--- src/rtl/fifo_arb_pkg.sv ---
// Shared constants and types for the FIFO write-side arbiter and its FIFO.
// Bursting is compiled in only when FIFO_ARB_BURST_EN is defined (see fifo_wr_arbiter).
package fifo_arb_pkg;

   localparam int FIFO_DEPTH = 8;
   localparam int FIFO_DW    = 32;
   localparam int MAX_REQ    = 8;

   // Wide enough for any supported producer count; ports narrow it to clog2(N_REQ).
   typedef logic [$clog2(MAX_REQ)-1:0] gnt_idx_t;

   function automatic int credit_w(input int depth);
      return $clog2(depth + 1);
   endfunction

endpackage

--- src/rtl/fifo_wr_arbiter_rr_pick.sv ---
// Combinational rotate-priority encoder: first asserted req at or after start wins.
// Shared with the planned read-side scheduler, so it stays free of arbiter state.
module rr_pick
   import fifo_arb_pkg::*;
#(
   parameter int N = 4
) (
   input  logic [N-1:0] req,
   input  gnt_idx_t     start,
   output logic         valid,
   output logic [N-1:0] gnt,
   output gnt_idx_t     idx
);

   localparam int IW = $clog2(N);

   logic [IW-1:0] pos;

   // Scan offsets from farthest to nearest so the nearest hit is the last one written.
   always_comb begin
      valid = 1'b0;
      gnt   = '0;
      idx   = '0;
      pos   = '0;
      for (int k = N - 1; k >= 0; k--) begin
         pos = IW'((int'(start) + k) % N);
         if (req[pos]) begin
            valid    = 1'b1;
            gnt      = '0;
            gnt[pos] = 1'b1;
            idx      = gnt_idx_t'(pos);
         end
      end
   end

endmodule

--- src/rtl/fifo_wr_arbiter.sv ---
// Round-robin, credit-tracked scheduler for the single FIFO write port.
// Define FIFO_ARB_BURST_EN to let a winner keep the port for up to BURST_LEN grants.
module fifo_wr_arbiter
   import fifo_arb_pkg::*;
#(
   parameter int N_REQ     = 4,
   parameter int DW        = FIFO_DW,
   parameter int DEPTH     = FIFO_DEPTH,
   parameter int BURST_LEN = 4
) (
   input  logic                          Clk,
   input  logic                          Rst,
   input  logic [N_REQ-1:0]              req,
   input  logic [N_REQ*DW-1:0]           data,
   output logic [N_REQ-1:0]              ack,
   input  logic                          rd_ack,
   output logic                          fifo_wr,
   output logic [DW-1:0]                 fifo_din,
   output logic [$clog2(N_REQ)-1:0]      gnt_id,
   output logic [credit_w(DEPTH)-1:0]    credits,
   output logic                          ovf_err
);

   localparam int IW = $clog2(N_REQ);
   localparam int CW = credit_w(DEPTH);
   localparam logic [CW-1:0] FULL_CREDITS = CW'(DEPTH);

   logic [DW-1:0]    word [N_REQ];
   logic             fifo_wr_reg;
   logic [DW-1:0]    fifo_din_reg;
   logic [IW-1:0]    gnt_id_reg;
   logic [CW-1:0]    credits_reg;
   logic             ovf_err_reg;
   gnt_idx_t         last_gnt_reg;
   gnt_idx_t         start;
   gnt_idx_t         pick_idx;
   gnt_idx_t         winner;
   logic             pick_valid;
   logic [N_REQ-1:0] pick_onehot;
   logic             has_credit;
   logic             keep;
   logic             grant;

   genvar gi;
   generate
      for (gi = 0; gi < N_REQ; gi++) begin : g_word
         assign word[gi] = data[gi*DW +: DW];
      end
   endgenerate

   assign start = (last_gnt_reg == gnt_idx_t'(N_REQ - 1)) ? '0 : last_gnt_reg + gnt_idx_t'(1);

   rr_pick #(.N(N_REQ)) u_pick (
      .req   (req),
      .start (start),
      .valid (pick_valid),
      .gnt   (pick_onehot),
      .idx   (pick_idx)
   );

   // A pop in the same cycle frees the slot this write needs, so zero credits is not a stall then.
   assign has_credit = (credits_reg != '0) || rd_ack;
   assign winner     = keep ? last_gnt_reg : pick_idx;
   assign grant      = !Rst && has_credit && (keep || pick_valid);

   always_comb begin
      ack = '0;
      if (grant) begin
         if (keep) begin
            ack[last_gnt_reg[IW-1:0]] = 1'b1;
         end else begin
            ack = pick_onehot;
         end
      end
   end

`ifdef FIFO_ARB_BURST_EN
   localparam int BW = $clog2(BURST_LEN + 1);

   logic [BW-1:0] burst_cnt_reg;

   // Zero count means no burst is open, so the reset-time last_gnt never holds the port.
   assign keep = (burst_cnt_reg != '0) && (burst_cnt_reg < BW'(BURST_LEN))
                 && req[last_gnt_reg[IW-1:0]];

   always_ff @(posedge Clk) begin
      if (Rst) begin
         burst_cnt_reg <= '0;
      end else if (grant) begin
         burst_cnt_reg <= keep ? burst_cnt_reg + BW'(1) : BW'(1);
      end else if (!req[last_gnt_reg[IW-1:0]]) begin
         burst_cnt_reg <= '0;
      end
   end
`else
   // Bursts are compiled out; BURST_LEN only matters with FIFO_ARB_BURST_EN.
   assign keep = (BURST_LEN < 0);
`endif

   always_ff @(posedge Clk) begin
      if (Rst) begin
         fifo_wr_reg  <= 1'b0;
         fifo_din_reg <= '0;
         gnt_id_reg   <= '0;
         credits_reg  <= FULL_CREDITS;
         ovf_err_reg  <= 1'b0;
         last_gnt_reg <= gnt_idx_t'(N_REQ - 1);
      end else begin
         fifo_wr_reg <= grant;
         if (grant) begin
            fifo_din_reg <= word[winner[IW-1:0]];
            gnt_id_reg   <= winner[IW-1:0];
            last_gnt_reg <= winner;
         end
         if (grant && !rd_ack) begin
            credits_reg <= credits_reg - CW'(1);
         end else if (rd_ack && !grant && credits_reg != FULL_CREDITS) begin
            credits_reg <= credits_reg + CW'(1);
         end
         if (rd_ack && credits_reg == FULL_CREDITS) begin
            ovf_err_reg <= 1'b1;
         end
      end
   end

   assign fifo_wr  = fifo_wr_reg;
   assign fifo_din = fifo_din_reg;
   assign gnt_id   = gnt_id_reg;
   assign credits  = credits_reg;
   assign ovf_err  = ovf_err_reg;

endmodule
--- config.mk ---
export PLATFORM = sky130hd
export DESIGN_NAME = fifo_wr_arbiter
export DESIGN_NICKNAME = d
export VERILOG_FILES = /design/src/rtl/fifo_arb_pkg.sv /design/src/rtl/fifo_wr_arbiter_rr_pick.sv /design/src/rtl/fifo_wr_arbiter.sv
export SDC_FILE = /design/constraint.sdc
export NUM_CORES = 1
export LEC_CHECK = 0
export ABC_AREA = 1
export CAP_MARGIN = 20
export CORE_UTILIZATION = 60
export CTS_CLUSTER_SIZE = 16
export DETAILED_ROUTE_END_ITERATION = 6
export DONT_BUFFER_PORTS = 1
export HOLD_SLACK_MARGIN = 0.08
export PLACE_DENSITY = 0.79
export RECOVER_POWER = 50
export SLEW_MARGIN = 25
export SYNTH_ARGS = -nofsm -noshare
export SYNTH_HDL_FRONTEND = slang
export SYNTH_SLANG_ARGS = --single-unit
--- constraint.sdc ---
create_clock -name Clk -period 2.8 [get_ports Clk]
set_input_delay 0.28 -clock Clk [delete_from_list [all_inputs] [get_ports Clk]]
set_output_delay 0.28 -clock Clk [all_outputs]
set_load 0.02 [all_outputs]
==> flow_metrics.py <==
metrics = {
    "worst_setup_path": {
        "r2r_start": "last_gnt_reg[0]",
        "cpMaxStageDelayCell": "dfxtp_4",
        "critPathCaptureType": "output pin",
        "cp_max_fo": 8,
        "crit_start": "last_gnt_reg[0]",
        "worst_setup_path_start_kind": "flop",
        "critPathArrivalTime_ns": 2.38,
        "cp.required_ns": 2.52,
        "critPathKind": "flop to output pin",
        "worst_path_largest_cell_delay_ns": 0.38,
        "path_cells": "ha_1, nor2_4, nand2_1, o211ai_1, nand2_1, a21oi_2, nand2_1, o211ai_1, a21oi_1, a211oi_1, buf_4",
        "crit_path_frequent_cell": "nand2_1",
    },
    "yosys": {
        "yosysWarnings": 0,
        "synth_top_area_cell": "nand2_1",
        "ys_top_cells_by_count": "nand2_1 (231), inv_1 (151), nand3_1 (107), dfxtp_1 (42), nand3b_1 (33)",
        "synth-seq-area-share_pct": 22.9,
        "async_flop_share_pct": 0,
        "synthTopCellsByArea": "nand2_1 (24%), dfxtp_1 (23%), inv_1 (15%)",
        "syn-cell-area_mm2": 0.00367,
        "synth.most_common_cell": "nand2_1",
        "synth_top_area_share_pct": 23.6,
        "synth_nets": 806,
        "synth_cells": 665,
        "synth_cell_type_count": 30,
        "ys_seq_elements": 42,
        "syn_area_per_cell_um2": 5.52,
        "ys.flop_type": "dfxtp_1",
        "synth_edf_count": 0,
    },
    "detailed_routing": {
        "drt_first_pass_iters": 7,
        "antenna_left": 0,
        "drc": 0,
        "viasPerCell": 5.44,
        "wl_per_cell_um": 13.3,
        "num_vias": 3976,
        "drt-initial-drc-count": 166,
        "finalWirelength_um": 9690,
    },
    "timing": {
        "finalCritPeriodShare_pct": 95.1,
        "final-max-slew-violation-count": 0,
        "fin_crit_ns": 2.66,
        "hold_viol": 0,
        "hold_ws_ns": 0.0891,
        "relSlewSlack_pct": 61.0,
        "finalWorstSetupSlack_ns": 0.138,
        "max_freq_mhz": 376,
        "clock_skew_ns": 0.00338,
        "rsz0062_at_grt": "true",
        "finalSetupViolations": 0,
        "worst_pin_slew_ns": 0.584,
    },
    "floorplanning": {
        "die_y_um": 80.2,
        "die_area_mm2": 0.00644,
        "die_w_um": 80.2,
        "num_rows": 28,
        "ios": 179,
        "initial_utilization_pct": 62.0,
        "core_mm2": 0.00592,
    },
    "clock_tree": {
        "ctsLongestPathBuffers": 2,
        "cts_buffers": 5,
        "clk_latency_ns": 0.29,
        "htree_levels": 2,
        "path_clk_slew_ns": 0.08,
        "clock-sinks": 42,
        "cts_tree": "yes",
        "cts-root-buf": "clkbuf_8",
    },
    "worst_hold_path": {
        "hp-start": "Rst",
        "holdCritPathClass": "primary input to flop",
    },
    "finish": {
        "nets": 796,
        "area_growth_pct": 4.02,
        "fin_util_pct": 64.5,
        "fill_cells": 616,
        "num_antenna_cells": 0,
        "largest_reg_flops": 32,
        "drive_gt1_share_pct": 6.40,
    },
    "global_route": {
        "grt_pass1_vias": 3494,
        "overflow": 0,
        "grt_max_degree": 36,
        "antenna_found_initial": 0,
        "grt_pass1_wl_um": 15100,
        "track_usage_pct": 29.9,
    },
    "job": {
        "max_cap_violations": 0,
    },
    "placement": {
        "hpwl_um": 6970,
        "pre_cts_ws_ns": 0.217,
        "portBuffers": 0,
        "gp_congestion": 0.907,
    },
    "outcome": {
        "status": "completed",
    },
}
## timing repair
item / CTS / global route
gates resized for setup: 1 / 7
hold buffers: 1 / 0
setup buffers: 0 / 0
pin swaps: 0 / 0
hold endpoints to repair: 3 / 0
setup endpoints to repair: 2 / 5
gates cloned: 0 / 0
## worst paths after layout
kind / to / slack [ns] / depth (start not counted)
max: ack[0] / 0.14 / 11
min reg2reg: last_gnt_reg[0] / 0.57 / 2
min: credits[3] / 0.09 / 2
max reg2reg: credits[2] / 0.28 / 17
## metrics by stage
step | TNS [ns] | instance area, µm² | std cells
finish | 0 | 3820 | 731
global route | -0.0278 | 3820 | 731
CTS | 0 | 3800 | 731
detailed placement | 0 | 3700 | 722
global placement | 0 | 3700 | 722
floorplan | 0 | 3670 | 665
## layer usage
metal / vias to the layer above / share of wire (%) / track usage [%]
li1: 1981 / - / -
met1: 1790 / 40 / 33.9
met2: 182 / 49 / 51.5
met3: 23 / 8.7 / 8.75
met4: 0 / 2.6 / 13.2
met5: - / 0 / 0
## logic make-up (layout without fill, tap and decap cells)
| family | after synthesis | count (layout) | synth area share, % |
|---|---|---|---|
| xor+xnor | 2 | 2 | 0.477 |
| buf+inv | 192 | 183 | 21.3 |
| simple gates | 389 | 389 | 47.7 |
| compound gates | 34 | 34 | 5.66 |
| flops | 42 | 42 | 22.9 |
| fa+ha+maj | 6 | 6 | 2.04 |
## area by class of cell
type / count / area [µm²] / share of cell area (%)
tap: 75 / 93.8 / 2.46
sequential: 42 / 845 / 22.1
multi-input combinational: 431 / 2070 / 54.2
clock buffer: 7 / 86.3 / 2.26
clock inverter: 1 / 5.00 / 0.131
timing repair buffer: 16 / 119 / 3.11
inverter: 159 / 599 / 15.7
## layout by cell type (no fill, tap or decap), types with 2 or more instances in the layout
cell type / Yosys / final
a211oi_1: 4 / 4
a21oi_1: 11 / 10
buf_4: 0 / 14
clkbuf_1: 13 / 2
clkbuf_8: 0 / 6
dfxtp_1: 42 / 41
ha_1: 6 / 6
inv_1: 151 / 151
inv_2: 7 / 6
nand2_1: 231 / 230
nand2_2: 2 / 2
nand3_1: 107 / 107
nand3b_1: 33 / 33
nand4_1: 2 / 2
nor2_1: 9 / 8
nor2_2: 2 / 3
nor2_4: 2 / 2
o211ai_1: 4 / 4
o21ai_0: 8 / 8
o21ai_2: 2 / 2
## critical path: cells and delay by family (launching register included)
family,cells,cell delay [ns]
adders and majority gates,1,0.24
buffers and inverters,1,0.19
AOI/OAI and AO/OA,5,0.73
DFF,1,0.38
and+or+nand+nor,4,0.56
Power is left out: the tool's default activity adds up to more than one toggle a clock period on the data nets, which glitch-free logic cannot reach.
